### src/rtl/hazard_scoreboard_if.sv
// Pipeline-side signal bundle for the hazard scoreboard.
// The master side (ID/EX/WB control) drives the instruction and writeback
// fields; the slave side (the scoreboard) returns the hold/bubble controls.
interface hazard_scoreboard_if #(
    parameter int REG_W = 5,
    parameter int CNT_W = 16
);
    logic             idValid;
    logic [REG_W-1:0] rs1;
    logic [REG_W-1:0] rs2;
    logic             useRs1;
    logic             useRs2;
    logic [REG_W-1:0] rdId;
    logic             regWriteId;
    logic             longOpId;
    logic             memReadEx;
    logic [REG_W-1:0] rdEx;
    logic             flush;
    logic             wbValid;
    logic [REG_W-1:0] wbRd;
    logic             pcWrite;
    logic             ifIdWrite;
    logic             idExBubble;
    logic             busy;
    logic [CNT_W-1:0] stallCycles;

    modport master (
        output idValid, rs1, rs2, useRs1, useRs2, rdId, regWriteId, longOpId,
        output memReadEx, rdEx, flush, wbValid, wbRd,
        input  pcWrite, ifIdWrite, idExBubble, busy, stallCycles
    );

    modport slave (
        input  idValid, rs1, rs2, useRs1, useRs2, rdId, regWriteId, longOpId,
        input  memReadEx, rdEx, flush, wbValid, wbRd,
        output pcWrite, ifIdWrite, idExBubble, busy, stallCycles
    );
endinterface

### src/rtl/hazard_scoreboard.sv
// Hazard scoreboard for the 5-stage pipeline.
// Keeps a pending bitmap of destinations owned by in-flight long-latency ops
// and stalls ID (hold PC and IF/ID, bubble into ID/EX) until every operand
// the instruction needs can be supplied by the EX/WB bypass network.
module hazard_scoreboard #(
    parameter int NUM_REGS = 32,
    parameter int REG_W    = 5,
    parameter int CNT_W    = 16
) (
    input  logic                 clk,
    input  logic                 rst,
    hazard_scoreboard_if.slave   bus
);

    logic [NUM_REGS-1:0] pending_q;
    logic [NUM_REGS-1:0] pending_d;
    logic [NUM_REGS-1:0] wb_mask;
    logic [NUM_REGS-1:0] eff_pend;
    logic [CNT_W-1:0]    stall_cnt_q;
    logic [CNT_W-1:0]    stall_cnt_d;
    logic                hz1;
    logic                hz2;
    logic                waw;
    logic                stall;
    logic                issue;

    // Saturating increment: the counter sticks at all-ones.
    function automatic logic [CNT_W-1:0] sat_inc(input logic [CNT_W-1:0] v);
        if (&v) begin
            return v;
        end
        return v + CNT_W'(1);
    endfunction

    // One-hot of the register being written back this cycle; this write is
    // visible through the WB bypass, so it no longer blocks a reader.
    always_comb begin
        wb_mask = '0;
        if (bus.wbValid) begin
            wb_mask[bus.wbRd] = 1'b1;
        end
        eff_pend = pending_q & ~wb_mask;
    end

    // Hazard detection at ID. x0 never creates a hazard. A flushed or invalid
    // ID slot never stalls, and reset forces the pipeline to run freely.
    always_comb begin
        hz1   = bus.useRs1 && (bus.rs1 != '0) &&
                (eff_pend[bus.rs1] || (bus.memReadEx && (bus.rdEx == bus.rs1)));
        hz2   = bus.useRs2 && (bus.rs2 != '0) &&
                (eff_pend[bus.rs2] || (bus.memReadEx && (bus.rdEx == bus.rs2)));
        waw   = bus.regWriteId && (bus.rdId != '0) && eff_pend[bus.rdId];
        stall = !rst && bus.idValid && !bus.flush && (hz1 || hz2 || waw);
        issue = bus.idValid && !bus.flush && !stall && bus.regWriteId &&
                bus.longOpId && (bus.rdId != '0);
    end

    // Next pending bitmap: clear on writeback first, then set on issue so a
    // same-register collision keeps the younger writer's claim.
    always_comb begin
        pending_d = pending_q;
        if (bus.wbValid && (bus.wbRd != '0)) begin
            pending_d[bus.wbRd] = 1'b0;
        end
        if (issue) begin
            pending_d[bus.rdId] = 1'b1;
        end
        pending_d[0] = 1'b0;
        stall_cnt_d  = stall ? sat_inc(stall_cnt_q) : stall_cnt_q;
    end

    // Scoreboard state and stall statistics.
    always_ff @(posedge clk) begin
        if (rst) begin
            pending_q   <= '0;
            stall_cnt_q <= '0;
        end else begin
            pending_q   <= pending_d;
            stall_cnt_q <= stall_cnt_d;
        end
    end

    // Pipeline controls follow the stall decision in the same cycle.
    always_comb begin
        bus.pcWrite     = !stall;
        bus.ifIdWrite   = !stall;
        bus.idExBubble  = stall;
        bus.busy        = !rst && (|pending_q);
        bus.stallCycles = stall_cnt_q;
    end

endmodule
### src/flat_wrapper.sv
// flat-port wrapper written by rule: the top's interface ports become plain ports
module hazard_scoreboard_flat 
#(
    parameter int NUM_REGS = 32,
    parameter int REG_W    = 5,
    parameter int CNT_W    = 16
)
  (clk, rst, bus_idValid, bus_rs1, bus_rs2, bus_useRs1, bus_useRs2, bus_rdId, bus_regWriteId, bus_longOpId, bus_memReadEx, bus_rdEx, bus_flush, bus_wbValid, bus_wbRd, bus_pcWrite, bus_ifIdWrite, bus_idExBubble, bus_busy, bus_stallCycles);
  hazard_scoreboard_if #(.REG_W(REG_W), .CNT_W(CNT_W)) bus_i ();
  input  logic clk;
  input  logic rst;
  input wire logic [$bits(bus_i.idValid)-1:0] bus_idValid;
  input wire logic [$bits(bus_i.rs1)-1:0] bus_rs1;
  input wire logic [$bits(bus_i.rs2)-1:0] bus_rs2;
  input wire logic [$bits(bus_i.useRs1)-1:0] bus_useRs1;
  input wire logic [$bits(bus_i.useRs2)-1:0] bus_useRs2;
  input wire logic [$bits(bus_i.rdId)-1:0] bus_rdId;
  input wire logic [$bits(bus_i.regWriteId)-1:0] bus_regWriteId;
  input wire logic [$bits(bus_i.longOpId)-1:0] bus_longOpId;
  input wire logic [$bits(bus_i.memReadEx)-1:0] bus_memReadEx;
  input wire logic [$bits(bus_i.rdEx)-1:0] bus_rdEx;
  input wire logic [$bits(bus_i.flush)-1:0] bus_flush;
  input wire logic [$bits(bus_i.wbValid)-1:0] bus_wbValid;
  input wire logic [$bits(bus_i.wbRd)-1:0] bus_wbRd;
  output wire logic [$bits(bus_i.pcWrite)-1:0] bus_pcWrite;
  output wire logic [$bits(bus_i.ifIdWrite)-1:0] bus_ifIdWrite;
  output wire logic [$bits(bus_i.idExBubble)-1:0] bus_idExBubble;
  output wire logic [$bits(bus_i.busy)-1:0] bus_busy;
  output wire logic [$bits(bus_i.stallCycles)-1:0] bus_stallCycles;
  assign bus_i.idValid = bus_idValid;
  assign bus_i.rs1 = bus_rs1;
  assign bus_i.rs2 = bus_rs2;
  assign bus_i.useRs1 = bus_useRs1;
  assign bus_i.useRs2 = bus_useRs2;
  assign bus_i.rdId = bus_rdId;
  assign bus_i.regWriteId = bus_regWriteId;
  assign bus_i.longOpId = bus_longOpId;
  assign bus_i.memReadEx = bus_memReadEx;
  assign bus_i.rdEx = bus_rdEx;
  assign bus_i.flush = bus_flush;
  assign bus_i.wbValid = bus_wbValid;
  assign bus_i.wbRd = bus_wbRd;
  assign bus_pcWrite = bus_i.pcWrite;
  assign bus_ifIdWrite = bus_i.ifIdWrite;
  assign bus_idExBubble = bus_i.idExBubble;
  assign bus_busy = bus_i.busy;
  assign bus_stallCycles = bus_i.stallCycles;
  hazard_scoreboard #(.NUM_REGS(NUM_REGS), .REG_W(REG_W), .CNT_W(CNT_W)) u_core (.clk(clk), .rst(rst), .bus(bus_i));
endmodule
### config.mk
export PLATFORM = sky130hd
export DESIGN_NAME = hazard_scoreboard_flat
export DESIGN_NICKNAME = d
export VERILOG_FILES = /design/src/rtl/hazard_scoreboard_if.sv /design/src/rtl/hazard_scoreboard.sv /design/src/flat_wrapper.sv
export SDC_FILE = /design/constraint.sdc
export NUM_CORES = 1
export LEC_CHECK = 0
export CORE_MARGIN = 4
export CORE_UTILIZATION = 60
export CTS_CLUSTER_SIZE = 8
export DETAILED_ROUTE_END_ITERATION = 10
export PLACE_DENSITY = 0.89
export SYNTH_ARGS = -nofsm -noshare
export SYNTH_HDL_FRONTEND = slang
export SYNTH_SLANG_ARGS = --single-unit
### constraint.sdc
create_clock -name clk -period 5.6 [get_ports clk]
set_input_delay 0.56 -clock clk [delete_from_list [all_inputs] [get_ports clk]]
set_output_delay 0.56 -clock clk [all_outputs]
set_load 0.01 [all_outputs]
======== After elaboration in Yosys (flattened, before gate mapping) ========
Cells that the tools add are included.
cells by class
  $lt $le $gt $ge ......................... 6
  bitwise gates (word level) .............. 5
  $add $sub $neg .......................... 1
  eq/ne operators ......................... 3
  reduce and logical (&&, ||, !) cells .... 34
  multiplexer cells ....................... 15
operators by type and width
  operator                                                           number
  two-way mux 32 bit                                                 3
  bitwise AND 32 bit                                                 2
  inverter 32 bit                                                    2
  bitwise OR 32 bit                                                  1
  OR reduction 32 bit                                                1
  less-than comparator 5 x 6 -> 1 bit, second input constant         4
  logical AND 1 bit                                                  20
  nonzero test 5 bit                                                 4
  adder 16 x 1 -> 16 bit, second input constant                      1
  two-way mux 16 bit                                                 1
  AND reduction 16 bit                                               1
  binary-select mux 1 bit (select 5 bit)                             3
  demux 1 bit (select 5 bit)                                         2
  equality test 5 bit                                                2
  greater-or-equal comparator 5 x 1 -> 1 bit, second input constant  2
  two-way mux 1 bit                                                  6
  logical OR 1 bit                                                   4
  logical NOT 1 bit                                                  3
  inequality test 2 bit, second input constant                       1
  AND reduction 2 bit                                                1
storage, ports and cells
  input port bits ......................... 35
  output and inout bits ................... 20
  logic and storage cells ................. 67
  flip-flop bits (word level) ............. 48

======== Longest topological paths before layout ========
  depth in word-level cells ............... 20
  mapped depth ............................ 12
  mapped depth without buffers ............ 9

======== Worst setup path before layout ========
No wires, ideal clock.
  path type ............................... input -> register
  start point ............................. input bus_rs2[2]
  end point ............................... register u_core.stall_cnt_q[13] (netlist: u_core.bus.stallCycles[13])
  library setup time ...................... 121 ps
  path buffers ............................ 1
  arrival ................................. 2780 ps
  path slack .............................. 2699 ps
  stages .................................. 9
  required time ........................... 5479 ps
  cell sequence ........................... buf_2 or3b_1 o22ai_1 o21ai_1 a21oi_1 nor4_1 o311a_4 or4_4 mux2_4
on the way
  cells in the longest elaborated chain, start to end .. 8
  elaborated cells on any way between the ends .. 12
  classes of those cells .................. eq/ne: 1; mux: 2; reduce/logical: 9
ends and longest elaborated chain
  what                                                                           RTL line                 RTL
  from (decl)                                                                    flat_wrapper.sv:14       input wire logic [$bits(bus_i.rs2)-1:0] bus_rs2;
  binary-select mux 1 bit (select 5 bit) or equality test 5 bit (tied branches)  hazard_scoreboard.sv:51  (eff_pend[bus.rs2] || (bus.memReadEx && (bus.rdEx == bus.rs2)));
  two-way mux 1 bit (implied by the code) or logical AND 1 bit (tied branches)   hazard_scoreboard.sv:51
  logical OR 1 bit                                                               hazard_scoreboard.sv:51
  logical AND 1 bit *                                                            hazard_scoreboard.sv:50  hz2 = bus.useRs2 && (bus.rs2 != '0) &&
  logical OR 1 bit * (2 in a row)                                                hazard_scoreboard.sv:53  stall = !rst && bus.idValid && !bus.flush && (hz1 || hz2 || waw);
  logical AND 1 bit *                                                            hazard_scoreboard.sv:53
  AND reduction 2 bit (no line) *                                                n/a
  to (signal assigned)                                                           hazard_scoreboard.sv:79  stall_cnt_q <= stall_cnt_d;
  to (decl)                                                                      hazard_scoreboard.sv:19  logic [CNT_W-1:0] stall_cnt_q;
Every way passes the cells marked *; elsewhere a longest branch is shown, timed or not. The select of a mux whose other input is x is not followed.
A chain may end at the register's enable or synchronous reset.

======== Worst setup path after layout ========
  start point ............................. input bus_wbRd[0]
  end point ............................... output bus_idExBubble
on the way
  cells in the longest elaborated chain, start to end .. 14
  elaborated cells on any way between the ends .. 22
  classes of those cells .................. order compare: 2; mux: 9; bitwise: 2; reduce/logical: 9
ends and longest elaborated chain
  what                                                                                                                     RTL line                                          RTL
  from (decl)                                                                                                              flat_wrapper.sv:24                                input wire logic [$bits(bus_i.wbRd)-1:0] bus_wbRd;
  less-than comparator 5 x 6 -> 1 bit (implied by the code) or greater-or-equal comparator 5 x 1 -> 1 bit (tied branches)  hazard_scoreboard.sv:40                           wb_mask[bus.wbRd] = 1'b1;
  logical AND 1 bit (implied by the code)                                                                                  hazard_scoreboard.sv:40
  two-way mux 1 bit (implied by the code)                                                                                  hazard_scoreboard.sv:40
  demux 1 bit (select 5 bit) *                                                                                             n/a
  two-way mux 32 bit *                                                                                                     hazard_scoreboard.sv:39                           if (bus.wbValid) begin
  inverter 32 bit *                                                                                                        hazard_scoreboard.sv:42                           eff_pend = pending_q & ~wb_mask;
  bitwise AND 32 bit *                                                                                                     hazard_scoreboard.sv:42
  binary-select mux 1 bit (select 5 bit), on equally long branches                                                         hazard_scoreboard.sv:49, hazard_scoreboard.sv:51
  two-way mux 1 bit, on equally long branches                                                                              hazard_scoreboard.sv:49, hazard_scoreboard.sv:51
  logical OR 1 bit, on equally long branches                                                                               hazard_scoreboard.sv:49, hazard_scoreboard.sv:51
  logical AND 1 bit, on equally long branches                                                                              hazard_scoreboard.sv:48, hazard_scoreboard.sv:50
  logical OR 1 bit                                                                                                         hazard_scoreboard.sv:53
  logical OR 1 bit *                                                                                                       hazard_scoreboard.sv:53
  logical AND 1 bit *                                                                                                      hazard_scoreboard.sv:53
  to (decl)                                                                                                                flat_wrapper.sv:27                                output wire logic [$bits(bus_i.idExBubble)-1:0] bus_idExBubble;
Marked as above.

==> flow_summary.json <==
{
  "multiInputGateArea_sq_um": 2800,
  "ios": 55,
  "grt_pass1_vias": 3981,
  "cts_tree": "yes",
  "grt_overflow": 0,
  "cp-start-kind": "input port",
  "async_flop_share_pct": 0,
  "via_count": 4298,
  "ir_drop_uv": 154.9,
  "drt-total-wl_mm": 13.28,
  "drc_errors": 0,
  "ys_warn_count": 0,
  "fin_crit_sh_pct": 82.75,
  "start_util_pct": 62.28,
  "nFillCells": 534,
  "relSlewSlack_pct": 38.72,
  "grt_pass1_wl_mm": 20.89,
  "synth.avg_cell_area_sq_um": 7.890,
  "slew_viol_final": 0,
  "htreeDepth": 2,
  "io_buffers": 54,
  "cp_common_cell": "clkdlybuf4s50_1",
  "leakage_nw": 1.575,
  "setup_violations": 0,
  "area_growth_pct": 14.11,
  "final_cells": 613,
  "ys_seq_area_share_pct": 23.52,
  "utilization_pct": 71.07,
  "ys_seq_elements": 47,
  "antenna_found_initial": 0,
  "fin_nets": 571,
  "drive_above_1_share_pct": 7.463,
  "path_delay_family": "buffers and inverters",
  "max_cap_violations": 0,
  "slowest_delay_ns": 0.86,
  "clock_latency_ns": 0.30,
  "core_area_sq_um": 6422,
  "post-route-min-period_ns": 4.634,
  "cts_root_buf": "clkbuf_8",
  "worstMarginPinSlew_ns": 0.9163,
  "yosysUniqueCellTypes": 62,
  "path_clk_slew_ns": 0.10,
  "synth_common_cells": "dfxtp_1 (47), nand3_1 (43), o21ai_0 (40), mux2i_1 (38), nand2_1 (32)",
  "seqCellArea_sq_um": 940.9,
  "hold_viol": 0,
  "hold_class": "reg2reg",
  "cts_buffer_depth": 2,
  "syn_area_sq_um": 4000,
  "synthCells": 507,
  "cp_max_fo": 25,
  "synth.area.top_cells": "dfxtp_1 (24%), mux2i_1 (9.5%), nand3_1 (5.4%)",
  "synth_edf_count": 0,
  "cts_buffers": 5,
  "fmax_mhz": 215.8,
  "cts_setup_buffers": 0,
  "row_count": 29,
  "vias_per_cell": 7.011,
  "synth_ff_type": "dfxtp_1",
  "rsz0062_at_grt": "no",
  "powerDensity_nw_per_um2": 155.2,
  "wl_per_cell_um": 21.67,
  "crit_path_end_kind": "output port",
  "fin_ws_ns": 0.9659,
  "dp.cells": 605,
  "postCtsHoldBufs": 0,
  "die_h_um": 89.65,
  "drtIter0Drc": 507,
  "r2r_slack_ns": 2.82,
  "worst_clock_skew_ns": 0.01061,
  "ant_nets": 0,
  "yosys.area.top_type": "dfxtp_1",
  "cp_slowest_cell": "xnor2_1",
  "place_hpwl_mm": 10.01,
  "n_antenna_cell": 0,
  "drt_first_pass_iters": 7,
  "clock-sinks": 47,
  "synth.most_common_cell": "dfxtp_1",
  "arrival_ns": 4.07,
  "fin_tns_setup_ns": 0,
  "p_total_mw": 0.7084,
  "grt_start_max_net_pins": 38,
  "die_w_um": 89.65,
  "gp_congestion": 1.083,
  "grt_usage_pct": 33.53,
  "synth.top_cell.area_share_pct": 23.52,
  "critical_path_buf_inv_count": 3,
  "cts.repair.resized": 0,
  "pre_cts_ws_ns": 1.094,
  "syn_nets": 543,
  "status": "completed",
  "path_class": "in2out",
  "path_cells": "clkdlybuf4s50_1 > xnor2_1 > nand2_1 > o2111ai_1 > nand4_1 > o211ai_1 > o311a_4 > inv_2 > clkdlybuf4s50_1",
  "critPathRequiredTime_ns": 5.04,
  "die_area_sq_um": 8037
}
placed cells by master (no fill, tap or decap), drive strengths merged, types with 3 or more instances in the layout:
master         netlist  final
clkdlybuf4s50        0     54
dfxtp               47     47
nand3               43     43
o21ai               41     41
mux2i               38     38
nand2               32     32
nor2                28     28
a21oi               19     19
nor4                17     17
nor3                14     14
nor2b               14     14
or3                 13     13
mux2                13     13
o211ai              12     12
a311oi              12     12
inv                 10     12
xor2                11     11
and3                 9      9
nand4                8      8
nand2b               8      8
a31oi                7      7
a211oi               7      7
buf                 31      7
xnor2                6      6
or4                  6      6
clkbuf               9      5
o22ai                4      4
mux4                 4      4
o2111ai              4      4
o311ai               4      4
o311a                4      4
nand4b               3      3
o31ai                3      3
worst register-to-register path, cell delays in order (launching register included):
cell and delay [ns]:
dfxtp_1 0.40, mux4_2 0.55, o2111ai_1 0.10, nand4_1 0.13, o211ai_1 0.30, o311a_4 0.36
inv_2 0.20, or3_1 0.46, o21ai_0 0.21
metal layers:
metal | track usage (%) | part of all wire, %
met1 | 47.39 | 42
met5 | 0 | 0
met4 | 8.525 | 2.0
met3 | 8.485 | 11
met2 | 50.93 | 45
path summary, 6_finish.rpt:
check,start,to,cells past startpoint
worst max-delay path,bus_wbRd[0],bus_idExBubble,9
worst min-delay path,u_core.bus.stallCycles[4],u_core.bus.stallCycles[4],1
worst max register to register,u_core.pending_q[31],u_core.pending_q[8],8
worst min register to register,u_core.bus.stallCycles[4],u_core.bus.stallCycles[4],1
report_power, final:
group          internal [mW]  total, mW  switching [mW]
clock network         0.0927      0.220           0.127
logic                 0.0581      0.152          0.0940
registers              0.335      0.336         0.00161
cells by family after synthesis:
family	synth area share (%)
and+or+nand+nor	29.47
AOI/OAI and AO/OA	20.99
muxes	15.51
buffers and inverters	6.475
DFF	23.52
xor gates and xnor gates	3.722
adders and majority gates	0.3127
through the flow:
stage	instance area (sq um)	hold slack, ns
final	4564	0.4925
after global routing	4564	0.5216
after CTS	4564	0.4966
after detailed placement	4468	0.4733
after global placement	4468	0.4689
after floorplan	4000	0.4832
cell type report:
type	count	area share (%)
clock buffer	5	1.508
clock inverter	3	0.6031
inverter	10	0.8224
multi-input combinational	410	61.35
sequential	47	20.61
tap	77	2.111
timing repair buffer	61	12.99
flip-flops by register name, indices dropped and copies added, names as in the netlist:
name and count:
u_core.bus.stallCycles 16, u_core.pending_q 31
(Power assumes the default switching activity.)
